$ cat config.mk
export PLATFORM = sky130hd
export DESIGN_NAME = keypad_timer_loader
export DESIGN_NICKNAME = d
export VERILOG_FILES = /design/src/rtl/timer_pkg.sv /design/src/rtl/keypad_timer_loader_bcd_down_digit.sv /design/src/rtl/keypad_timer_loader.sv
export SDC_FILE = /design/constraint.sdc
export NUM_CORES = 1
export LEC_CHECK = 0
export ABC_AREA = 1
export CORE_UTILIZATION = 58
export DETAILED_ROUTE_END_ITERATION = 7
export PLACE_DENSITY_LB_ADDON = 0.1
export SETUP_SLACK_MARGIN = 0.1
export SLEW_MARGIN = 20
export SYNTH_ARGS = -nofsm -noshare
export SYNTH_HDL_FRONTEND = slang
export SYNTH_HIERARCHICAL = 1
export SYNTH_SLANG_ARGS = --single-unit
$ cat constraint.sdc
create_clock -name clock -period 4.8 [get_ports clock]
set_input_delay 0.72 -clock clock [delete_from_list [all_inputs] [get_ports clock]]
set_output_delay 0.72 -clock clock [all_outputs]
set_load 0.005 [all_outputs]
$ cat src/rtl/timer_pkg.sv
// Shared types and constants for the keypad-loaded MM:SS countdown timer.
package timer_pkg;

    typedef enum logic [1:0] {
        StIdle,
        StRun,
        StPause,
        StDone
    } timer_state_e;

    localparam int unsigned DIGIT_W = 4;
    localparam logic [DIGIT_W-1:0] BCD_MAX = 4'd9;
    localparam logic [DIGIT_W-1:0] SEC_TENS_MAX = 4'd5;

    // Wide enough for any DONE_TICKS in 1..15.
    localparam int unsigned DONE_CNT_W = 4;

endpackage

$ cat src/rtl/keypad_timer_loader_bcd_down_digit.sv
// One BCD digit of the countdown: clear, parallel load, or decrement with wrap to WRAP.
// borrow_out tells the next more-significant digit to decrement.
module bcd_down_digit
    import timer_pkg::*;
#(
    parameter logic [DIGIT_W-1:0] WRAP = BCD_MAX
) (
    input  logic               clock,
    input  logic               clearn,
    input  logic               clr,
    input  logic               load,
    input  logic [DIGIT_W-1:0] load_val,
    input  logic               dec_in,
    output logic [DIGIT_W-1:0] q,
    output logic               borrow_out
);

    // Digit register: clear beats load beats decrement.
    always_ff @(posedge clock) begin
        if (!clearn) begin
            q <= '0;
        end else if (clr) begin
            q <= '0;
        end else if (load) begin
            q <= load_val;
        end else if (dec_in) begin
            q <= (q == '0) ? WRAP : q - DIGIT_W'(1);
        end
    end

    assign borrow_out = dec_in && (q == '0);

endmodule

$ cat src/rtl/keypad_timer_loader.sv
// Keypad-loaded MM:SS countdown timer with IDLE/RUN/PAUSE/DONE control.
// Optional build macro SEC_NORMALIZE_EN: on IDLE->RUN, seconds >= 60 are folded into minutes
// (saturating at 99:59); without it the entered value runs raw.
module keypad_timer_loader
    import timer_pkg::*;
#(
    parameter int unsigned DONE_TICKS = 3
) (
    input  logic               clock,
    input  logic               clearn,
    input  logic [DIGIT_W-1:0] d_in,
    input  logic               loadn,
    input  logic               start,
    input  logic               stop,
    input  logic               clear,
    input  logic               tick,
    output logic [DIGIT_W-1:0] sec_ones,
    output logic [DIGIT_W-1:0] sec_tens,
    output logic [DIGIT_W-1:0] min_ones,
    output logic [DIGIT_W-1:0] min_tens,
    output logic               zero,
    output logic               running,
    output logic               done
);

    localparam logic [DONE_CNT_W-1:0] DONE_LAST = DONE_CNT_W'(DONE_TICKS - 1);

    timer_state_e              state_q, state_d;
    logic                      loadn_q;
    logic [DONE_CNT_W-1:0]     cnt_q, cnt_d;

    logic                      capture;
    logic                      at_last;
    logic                      clr_all;
    logic                      ld_all;
    logic [3:0][DIGIT_W-1:0]   ld_val;   // [0]=sec_ones .. [3]=min_tens
    logic                      tick_dec;
    logic                      b_so, b_st, b_mo;
    logic                      unused_borrow;

    // State, loadn edge register and DONE tick counter.
    always_ff @(posedge clock) begin
        if (!clearn) begin
            state_q <= StIdle;
            loadn_q <= 1'b1;
            cnt_q   <= '0;
        end else begin
            state_q <= state_d;
            loadn_q <= loadn;
            cnt_q   <= cnt_d;
        end
    end

    assign capture = loadn_q && !loadn && (d_in <= BCD_MAX);
    // The only value that a single decrement takes to 00:00.
    assign at_last = (min_tens == '0) && (min_ones == '0) && (sec_tens == '0)
                     && (sec_ones == DIGIT_W'(1));

    // Next state and digit commands; the highest-priority event that applies wins.
    always_comb begin
        state_d  = state_q;
        cnt_d    = cnt_q;
        clr_all  = 1'b0;
        ld_all   = 1'b0;
        ld_val   = '0;
        tick_dec = 1'b0;
        if (clear) begin
            state_d = StIdle;
            cnt_d   = '0;
            clr_all = 1'b1;
        end else begin
            unique case (state_q)
                StIdle: begin
                    if (start && !zero) begin
                        state_d = StRun;
`ifdef SEC_NORMALIZE_EN
                        if (sec_tens > SEC_TENS_MAX) begin
                            ld_all = 1'b1;
                            if (min_tens == BCD_MAX && min_ones == BCD_MAX) begin
                                ld_val = {BCD_MAX, BCD_MAX, SEC_TENS_MAX, BCD_MAX};
                            end else if (min_ones == BCD_MAX) begin
                                ld_val = {min_tens + 4'd1, 4'd0, sec_tens - 4'd6, sec_ones};
                            end else begin
                                ld_val = {min_tens, min_ones + 4'd1, sec_tens - 4'd6, sec_ones};
                            end
                        end
`endif
                    end else if (capture) begin
                        ld_all = 1'b1;
                        ld_val = {min_ones, sec_tens, sec_ones, d_in};
                    end
                end
                StRun: begin
                    if (stop) begin
                        state_d = StPause;
                    end else if (tick) begin
                        tick_dec = 1'b1;
                        if (at_last) begin
                            state_d = StDone;
                            cnt_d   = '0;
                        end
                    end
                end
                StPause: begin
                    if (start) begin
                        state_d = StRun;
                    end
                end
                StDone: begin
                    if (tick) begin
                        if (cnt_q == DONE_LAST) begin
                            state_d = StIdle;
                            cnt_d   = '0;
                        end else begin
                            cnt_d = cnt_q + DONE_CNT_W'(1);
                        end
                    end else if (capture) begin
                        // Fresh entry: the new digit lands on a cleared display.
                        state_d = StIdle;
                        cnt_d   = '0;
                        ld_all  = 1'b1;
                        ld_val  = {4'd0, 4'd0, 4'd0, d_in};
                    end
                end
                default: state_d = StIdle;
            endcase
        end
    end

    bcd_down_digit #(.WRAP(BCD_MAX)) u_sec_ones (
        .clock      (clock),
        .clearn     (clearn),
        .clr        (clr_all),
        .load       (ld_all),
        .load_val   (ld_val[0]),
        .dec_in     (tick_dec),
        .q          (sec_ones),
        .borrow_out (b_so)
    );

    bcd_down_digit #(.WRAP(SEC_TENS_MAX)) u_sec_tens (
        .clock      (clock),
        .clearn     (clearn),
        .clr        (clr_all),
        .load       (ld_all),
        .load_val   (ld_val[1]),
        .dec_in     (b_so),
        .q          (sec_tens),
        .borrow_out (b_st)
    );

    bcd_down_digit #(.WRAP(BCD_MAX)) u_min_ones (
        .clock      (clock),
        .clearn     (clearn),
        .clr        (clr_all),
        .load       (ld_all),
        .load_val   (ld_val[2]),
        .dec_in     (b_st),
        .q          (min_ones),
        .borrow_out (b_mo)
    );

    bcd_down_digit #(.WRAP(BCD_MAX)) u_min_tens (
        .clock      (clock),
        .clearn     (clearn),
        .clr        (clr_all),
        .load       (ld_all),
        .load_val   (ld_val[3]),
        .dec_in     (b_mo),
        .q          (min_tens),
        .borrow_out (unused_borrow)
    );

    assign zero    = (sec_ones == '0) && (sec_tens == '0) && (min_ones == '0) && (min_tens == '0);
    assign running = (state_q == StRun);
    assign done    = (state_q == StDone);

endmodule

==> results.toml, run 1 <==
[critical_path]
arrival_ns = 3.57
startpoint_type = "input pin"
cp-end-kind = "register"
required_ns = 5.01
worstSetupPathType = "input pin to register"
cp_max_fo = 7

[route]
drc = 0
drt_iter0_drc = 137
first_pass_iters = 4
detail_route.wl_per_cell_um = 10.2
via_per_inst = 4.95
ant_nets = 0
routed_wl_um = 3860
via_count = 1868

[grt]
grt_max_degree = 29
grt_pass1_vias = 1594
antenna_found_initial = 0
grt_usage_pct = 24.2
grt-ovfl-total = 0
grt_pass1_wl_um = 6590

[synthesis]
netlist_area_mm2 = 0.00182
ys_warn_count = 6
synthCells = 305
postSynthAreaPerCell_um2 = 5.98
syn_nets = 322

[timing]
setup_slack_ns = 1.44
setup_tns_ns = 0
slew_violations = 0
final_hold_viol_count = 0
worst_slew_pin_slew_ns = 0.748
setup_viol = 0
slew_headroom_pct = 50.0
max_freq_ghz = 0.298
fin_skew_ns = 0.00109
rsz0062_at_grt = "false"
min_period_ns = 3.36
fin_crit_sh_pct = 70.0

[final_layout]
final_common_cell = "nand2_1"
syn_to_final_growth_pct = 18.2
n_antenna_cell = 0
nets = 353
layout_common_cells = "nand2_1, inv_1, nor2_1"
n_fill_cell = 248
drive_above_1_share_pct = 8.66
postLayoutCellArea_mm2 = 0.00216

[placement]
dp_hpwl_um = 3040
portBuffers = 29
place_congestion = 0.956
place_area_mm2 = 0.00213
post-place-ws_ns = 1.13

[outcome]
run_status = "complete, no violations"

[floorplan]
die_w_um = 58.1
rows = 19
start_util_pct = 63.4
fp.dieArea_mm2 = 0.00337
ios = 30
design.core.area_mm2 = 0.00288
die_h_um = 58.1

[power_and_ir_drop]
power.density_mw_per_mm2 = 181
irDropWorstVdd_v = 0.000114
p_leak_nw = 0.887

[clock_tree]
cts_buffers = 3
clock_sinks = 23
tritoncts = "done"
path_clk_slew_ns = 0.12
clockRootBuffer = "clkbuf_4"
postCtsSetupRepairBufs = 0
h-tree-depth = 1
ctsLongestPathBuffers = 2
cts_resized = 0
hold_buffers = 0
clk-insertion-delay-late_ns = 0.30

[hold_path]
hp-class = "register to register"

[flow_run]
timing.max_cap.violations = 0
registers in the layout (all words and copies together) (netlist names):
register	cells
cnt_q	4
loadn_q	1
state_q	2
u_min_ones/q	4
u_min_tens/q	4
u_sec_ones/q	4
u_sec_tens/q	4
critical path, stage by stage:
cell and delay [ns]:
clkdlybuf4s50_1 0.54, nor4_1 0.31, buf_4 0.18, inv_2 0.05
nor3_1 0.30, nand3_1 0.18, nor2_1 0.31, inv_2 0.09
nor3_1 0.47, nor2_1 0.11, a22oi_1 0.22, a21oi_2 0.08
routing by layer:
metal	part of all wire [%]	up-vias	global-route usage (%)	wire length, µm
met2	46	45	39.4	1770
met4	0.70	0	5.10	27
met3	3.7	4	2.01	143
met1	50	805	34.8	1910
li1	-	1014	-	-
met5	0	-	0	0
path summary, 6_finish.rpt:
path,start,end,slack [ns],cells past startpoint
hold reg to reg,cnt_q[3],cnt_q[3],0.53,2
setup reg to reg,state_q[1],u_min_tens/q[2],1.65,14
hold / removal,cnt_q[3],cnt_q[3],0.53,2
setup / recovery,clear,u_min_tens/q[2],1.44,12
layout make-up:
class	instances	area [µm²]	area share, %
Sequential cell	23	460	21.4
Inverter	59	224	10.4
Multi-Input combinational cell	219	1090	50.8
Tap cell	42	52.6	2.44
Timing Repair Buffer	30	298	13.8
Clock buffer	4	26.3	1.22
stage by stage:
| stage | cells | utilization [%] | power [mW] | hold slack (ns) |
|---|---|---|---|---|
| after CTS | 377 | 74.9 | 0.394 | 0.519 |
| after global routing | 377 | 74.9 | 0.416 | 0.562 |
| after detailed placement | 373 | 74.0 | 0.305 | 0.501 |
| after global placement | 373 | 74.0 | 0.304 | 0.497 |
| after floorplan | 305 | - | 0.280 | 0.465 |
| final | 377 | 74.9 | 0.391 | 0.526 |
power breakdown:
part           switching, mW  total, mW  leakage, nW  internal (mW)
Clock                 0.0574     0.0898       0.0150         0.0324
Combinational         0.0622      0.101        0.686         0.0388
Sequential           0.00562      0.200        0.186          0.195
(Power assumes the default switching activity.)
==> inputs of run 2 (changes only) <==
CORE_UTILIZATION = 48   (was 58)
clock period = 2.9 ns   (was 4.8 ns; I/O delays follow)
==> run 2 against run 1 <==
  * Die area rose by 20%
  * Cell count grew 3.4%
  * Via count is 1.3% higher
  * Largest cell class unchanged
  * Largest power group unchanged
==> results.toml, run 2 (synthesized netlist as in run 1, its figures left out) <==
[clock_tree]
cts_buffers = 3
ctsLongestPathBuffers = 2
clockRootBuffer = "clkbuf_8"
path_clk_slew_ns = 0.08
tritoncts = "done"
clock_sinks = 23
clk-insertion-delay-late_ns = 0.26
hold_buffers = 0
h-tree-depth = 1

[placement]
portBuffers = 29
dp_hpwl_um = 3120
post-place-ws_ns = 0.0460
place_congestion = 0.827
place_area_mm2 = 0.00220

[grt]
grt.met3_usage_pct = 3.62
grt-ovfl-total = 0
antenna_found_initial = 0
met2_usage_pct = 35.2
grt_pass1_vias = 1715
grt_pass1_wl_um = 7010
grt_max_degree = 18
grt_usage_pct = 21.1
grt_use_met1_pct = 26.7
grt-busiest-layer = "met2"

[floorplan]
die_w_um = 63.7
rows = 22
fp.dieArea_mm2 = 0.00405
start_util_pct = 49.8
design.core.area_mm2 = 0.00366
ios = 30
die_h_um = 63.7

[route]
ant_nets = 0
detail_route.wl_per_cell_um = 10.1
routed_wl_um = 3940
via_per_inst = 4.85
drt_iter0_drc = 137
drc = 0
first_pass_iters = 4
via_count = 1893

[power_and_ir_drop]
p_seq_share_pct = 46.9
irDropWorstVdd_v = 0.000236
power.density_mw_per_mm2 = 313
p_leak_nw = 0.932
pwr-share-comb_pct = 24.7
p_int_mw = 0.490
pwr-share-clk_pct = 28.4
swShare_pct = 30.7
switchingPower_mw = 0.217

[critical_path]
cp-end-kind = "register"
reg2regPathDepth = 17
startpoint_type = "register"
required_ns = 3.12
cp_max_fo = 6
worstSetupPathType = "register to register"
arrival_ns = 2.70

[timing]
min_period_ns = 2.49
setup_tns_ns = 0
setup_slack_ns = 0.413
fin_skew_ns = 0.00226
slew_violations = 0
final_hold_viol_count = 0
worst_slew_pin_slew_ns = 0.403
hold_ws_ns = 0.509
max_freq_ghz = 0.402
fin_crit_sh_pct = 85.7
rsz0062_at_grt = "false"
setup_viol = 0
slew_headroom_pct = 73.0

[final_layout]
n_fill_cell = 368
postLayoutCellArea_mm2 = 0.00226
syn_to_final_growth_pct = 23.7
nets = 360
drive_above_1_share_pct = 11.4
final_common_cell = "nand2_1"
register_area_um2 = 460
layout_common_cells = "nand2_1, inv_1, nor2_1"
multiInputGateArea_mm2 = 0.00112
n_antenna_cell = 0
fin_util_pct = 61.7

[hold_path]
hold_depth = 2
hp-class = "register to register"

[outcome]
run_status = "complete, no violations"

[flow_run]
timing.max_cap.violations = 0
==> run 2: worst max-delay path: stages, from the launching register on <==
cell	delay, ns
dfxtp_1	0.34
inv_1	0.09
ha_2	0.23
inv_1	0.11
nor4_4	0.26
inv_2	0.07
nor3_2	0.23
nand3_1	0.15
nor2_1	0.17
inv_2	0.07
nor3_1	0.17
buf_4	0.16
inv_2	0.04
nor2_2	0.09
nand3_1	0.08
nand3_1	0.08
nand2_1	0.05
inv_1	0.05
==> run 2: area by class of cell <==
class	instances	share of cell area (%)
clock buffers	4	2.00
inverters	59	9.92
multi-input cells	219	49.5
flip-flops and latches	23	20.4
well taps	48	2.66
repair buffers	37	15.5
==> run 2: per-layer routing <==
| layer | vias to the layer above | routed length [µm] |
|---|---|---|
| met5 | - | 0 |
| met2 | 49 | 1770 |
| met1 | 805 | 1960 |
| li1 | 1031 | - |
| met3 | 8 | 148 |
| met4 | 0 | 66 |
==> run 2: what timing repair did <==
| item | in CTS | in global routing |
|---|---|---|
| setup endpoints to repair | 0 | 4 |
| setup buffers | 0 | 0 |
| resized for setup | 0 | 3 |
| endpoints found under the hold margin | 0 | 0 |
==> run 2: stage by stage <==
step | instances | total power, mW
after floorplan | 305 | 0.463
after global placement | 386 | 0.511
after detailed placement | 386 | 0.512
after CTS | 390 | 0.715
after global routing | 390 | 0.755
final | 390 | 0.707
==> run 2: worst paths after layout <==
kind / startpoint / endpoint / slack (ns)
worst max register to register: state_q[1] / u_min_tens/q[1] / 0.41
worst max-delay path: state_q[1] / u_min_tens/q[1] / 0.41
worst min-delay path: cnt_q[3] / cnt_q[3] / 0.51
worst min register to register: cnt_q[3] / cnt_q[3] / 0.51
==> run 2: power by group through the flow <==
stage / combinational, mW / clock (mW) / sequential [mW]
floorplan: 0.126 / 0 / 0.337
global placement: 0.171 / 0 / 0.339
detailed placement: 0.172 / 0 / 0.339
CTS: 0.174 / 0.210 / 0.332
global route: 0.197 / 0.224 / 0.333
finish: 0.175 / 0.201 / 0.332
==> inputs of run 3 (changes only) <==
CTS_CLUSTER_SIZE = 12   (was not set)
==> results of run 3 <==
The final DEF is identical to that of run 2; final timing and power are the same.
==> edit 1, RTL diff (config.mk and constraints of run 3) <==
The 4 states of `timer_state_e` get a one-hot encoding in 4 bits.
--- a/src/rtl/timer_pkg.sv
+++ b/src/rtl/timer_pkg.sv
@@ -1,11 +1,11 @@
 // Shared types and constants for the keypad-loaded MM:SS countdown timer.
 package timer_pkg;
 
-    typedef enum logic [1:0] {
-        StIdle,
-        StRun,
-        StPause,
-        StDone
+    typedef enum logic [3:0] {
+        StIdle  = 4'b0001,
+        StRun   = 4'b0010,
+        StPause = 4'b0100,
+        StDone  = 4'b1000
     } timer_state_e;
 
     localparam int unsigned DIGIT_W = 4;
Behaviour: no difference found for any inputs over 10 cycles, from zero or initial values; not proved beyond that.
==> edit 1 against run 3 <==
Worst hold slack gained 0.0036 ns; synthesized area increased by 1.5%; critical path type unchanged; synthesized cell count is 1.6% higher; cell area increased by 0.83%; sequential cell count grew 2; clock skew is 0.0033 ns higher; combinational power up 5%; wire length grew 4.8%; non-clock buffer count unchanged; worst setup slack improved by 0.070 ns; sequential power grew 8.7%; total power grew 7.4%.
==> edit 1: results (changes against run 3) <==
cell count after placement=391 (+1.3%); Total GRT Usage=22.31% (+1.2 points); GR Util met1=27.95% (+1.2 points); pre-CTS WS=0.07702 ns (+0.03098 ns); Placed Area=0.002217 mm^2 (+0.97%); n_diodes=0 (unchanged); Post-DP HPWL=3212 um (+3.1%); first-pass GRT wire length=7293 um (+4.0%); vias in the first global route=1767 (+3.0%); nets=361 (+0.28%); met3 Use GR=2.857% (-0.77 points); # H-tree levels=1 (unchanged); drt wl/cell=10.45 um (+3.4%); Setup Buffers After CTS=0 (unchanged); grt met2 use=38.56% (+3.3 points); Num CTS Buffers=3 (unchanged); crit path DAT=2.58 ns (-0.12 ns); clock skew=0.005568 ns (+0.003308 ns); worst vdd ir=0.2042 mV (-13%); fillers=382 (+3.8%); CTS resizes=0 (unchanged); CP Class=reg -> reg; Leak=0.9679 nW (+3.8%); antenna violations before repair=0 (unchanged); maximum buffer depth of the clock tree=2 (unchanged); Setup crit end kind=flip-flop; final worst slack=0.4834 ns (+0.07007 ns); largest net degree at the start of global routing=19 (+1); CTS root buf=clkbuf_8; Yosys Warn Count=6 (unchanged); Reg2Reg Launch Point=u_min_tens/q[0]; slowest stage delay, CP=0.40 ns (+0.06 ns); Worst-Skew Late Latency=0.27 ns; Synthesized Nets=323 (+0.31%); Reg-to-Reg End=u_min_ones/q[2]; I/O Buffers=29 (unchanged); FF-to-FF path depth=13 (-4); initial detailed-routing violation count=93 (-32%); Worst-Margin Slew=0.3484 ns (-0.05470 ns); routability congestion estimate=0.8308 (+0.46%); detailed-route vias per instance=4.922 (+1.4%); fraction of layout instances using a drive strength above 1=12.68% (+1.3 points); CP top delay family=simple AND/OR/NAND/NOR gates; non-filler instance count after layout=395 (+1.3%); Crit Path Max Fanout=18 (+12); First-pass DRT Iterations=4 (unchanged); Mean Syn Cell Area=5.973 um^2 (-0.13%); clock transition at the registers of the reported paths=0.09 ns; Pint=0.0005162 W (+5.3%); status=finished clean
[edit 1: stage by stage]
step	utilization [%]	power, W
2_1_floorplan	-	0.0005081
3_3_place_gp	60.11	0.0005511
3_5_place_dp	60.11	0.0005515
4_1_cts	61.36	0.0007652
5_1_grt	61.70	0.0008066
6_report	61.70	0.0007599
[edit 1: tightest hold or removal path: stages, from the launching register on]
cell and delay, ns:
dfxtp_1 0.35, nand2_1 0.07, a21oi_1 0.05
[edit 1: final cells by class]
cell class / instances / share of cell area, %
Clock buffer: 3 / 1.814
Clock inverter: 1 / 0.2199
Inverter: 61 / 10.06
Multi-Input combinational cell: 220 / 47.88
Sequential cell: 25 / 21.99
Tap cell: 48 / 2.639
Timing Repair Buffer: 37 / 15.39
[edit 1: how the worst min path moves through the flow]
stage                     startpoint  cells after the start        to  slack [ns]
final                       cnt_q[3]                      2  cnt_q[3]        0.51
after global routing        cnt_q[3]                      2  cnt_q[3]        0.54
after CTS                   cnt_q[3]                      2  cnt_q[3]        0.51
after detailed placement    cnt_q[3]                      2  cnt_q[3]        0.50
after global placement      cnt_q[3]                      2  cnt_q[3]        0.49
after floorplan             cnt_q[3]                      2  cnt_q[3]        0.47
[edit 1: power groups by stage]
| stage | clock network [W] | registers, W | logic, W |
|---|---|---|---|
| after floorplan | 0 | 0.000369 | 0.000139 |
| after global placement | 0 | 0.000369 | 0.000182 |
| after detailed placement | 0 | 0.000370 | 0.000182 |
| after CTS | 0.000220 | 0.000361 | 0.000184 |
| after global routing | 0.000237 | 0.000363 | 0.000206 |
| final | 0.000215 | 0.000361 | 0.000183 |
[edit 1: layer usage]
metal  part of all wire [%]  vias up
met5                      0        -
met1                     48      851
li1                       -     1041
met4                    1.5        0
met3                    3.5        8
met2                     47       44
==> edit 2, RTL diff (config.mk and constraints of run 3) <==
Without the edit above. Add a define of `SEC_NORMALIZE_EN`.
--- a/src/rtl/keypad_timer_loader.sv
+++ b/src/rtl/keypad_timer_loader.sv
@@ -1,6 +1,8 @@
 // Keypad-loaded MM:SS countdown timer with IDLE/RUN/PAUSE/DONE control.
 // Optional build macro SEC_NORMALIZE_EN: on IDLE->RUN, seconds >= 60 are folded into minutes
 // (saturating at 99:59); without it the entered value runs raw.
+`define SEC_NORMALIZE_EN
+
 module keypad_timer_loader
     import timer_pkg::*;
 #(
Check against the original RTL: not equivalent (a bounded check fails within 10 cycles, from zero or initial values).
==> edit 2 against run 3 <==
Worst setup slack worse by 0.071 ns; total power is 15% higher; wire length rose by 63%; non-clock buffer count increased by 11; maximum frequency shrank 2.8%; first-iteration DRC count is 1.5% higher; largest cell class unchanged; cell area is 25% higher; die area is 27% higher; synthesized area is 28% higher; clock power grew 3%; combinational power increased by 54%; sequential cell count did not move.
==> edit 2: results (changes against run 3) <==
status=finished clean; CTS resizes=0 (unchanged); Setup Buffers After CTS=0 (unchanged); worst vdd ir=0.1650 mV (-30%); First-pass DRT Iterations=5 (+1); clock transition at the registers of the reported paths=0.09 ns; initial detailed-routing violation count=139 (+1.5%); largest net degree at the start of global routing=19 (+1); GR Util met1=36.07% (+9.3 points); drt wl/cell=13.11 um (+30%); Num CTS Buffers=3 (unchanged); pre-CTS WS=-0.03934 ns (-0.08538 ns); Post-DP HPWL=4940 um (+59%); crit path DAT=2.78 ns (+0.08 ns); Total GRT Usage=25.75% (+4.7 points); Leak=1.207 nW (+29%); grt met2 use=42.24% (+7.0 points); Synthesized Nets=417 (+30%); Hold Crit Class=reg -> reg; Mean Syn Cell Area=5.922 um^2 (-0.99%); Post-Route WL=6409 um (+63%); vias in the first global route=2393 (+40%); clock skew=0.007682 ns (+0.005423 ns); first-pass GRT wire length=10780 um (+54%); Crit Path Max Fanout=5 (-1); Placed Area=0.002770 mm^2 (+26%); fraction of layout instances using a drive strength above 1=12.59% (+1.2 points); CTS root buf=clkbuf_8; # H-tree levels=1 (unchanged); maximum buffer depth of the clock tree=2 (unchanged); Slew headroom=63.12% (-9.9 points); Pint=0.0005204 W (+6.2%); n_diodes=0 (unchanged); I/O Buffers=29 (unchanged); nets=462 (+28%); cell count after placement=485 (+26%); Worst-Skew Late Latency=0.27 ns; Yosys Warn Count=6 (unchanged); Vias=2661 (+41%); routability congestion estimate=0.9265 (+12%); met3 Use GR=2.532% (-1.1 points); antenna violations before repair=0 (unchanged)
edit 2: final timing paths:
path | from | end | slack, ns | depth (start not counted)
worst max-delay path | state_q[1] | u_min_tens/q[1] | 0.34 | 17
worst min-delay path | cnt_q[3] | cnt_q[3] | 0.51 | 2
worst max register to register | state_q[1] | u_min_tens/q[1] | 0.34 | 17
worst min register to register | cnt_q[3] | cnt_q[3] | 0.51 | 2
edit 2: layout make-up:
class	count	area, um^2
inverters	67	251.5
flip-flops and latches	23	460.4
repair buffers	48	432.9
multi-input cells	295	1577
fillers	469	1673
well taps	52	65.06
clock buffers	4	45.04
edit 2: layer usage:
layer | part of all wire (%) | vias up
li1 | - | 1358
met2 | 45 | 90
met5 | 0 | -
met1 | 49 | 1209
met3 | 5.2 | 4
met4 | 0.72 | 0
edit 2: power by group through the flow:
stage / clock network, W / logic (W) / registers [W]
after floorplan: 0 / 0.000181 / 0.000343
after global placement: 0 / 0.000259 / 0.000341
after detailed placement: 0 / 0.000263 / 0.000341
after CTS: 0.000213 / 0.000264 / 0.000334
after global routing: 0.000226 / 0.000299 / 0.000336
final: 0.000208 / 0.000270 / 0.000334
edit 2: critical path, stage by stage (launching register included):
cell and delay [ns]:
dfxtp_1 0.34, inv_1 0.10, ha_1 0.23, inv_1 0.12, nor4_4 0.28, inv_2 0.07
nor3_2 0.22, nand3_1 0.16, nor2_2 0.16, inv_2 0.05, nor3_1 0.16, buf_4 0.16
inv_2 0.04, nor2_2 0.10, nand3_1 0.11, nand3_1 0.11, nand2_1 0.06, inv_1 0.05
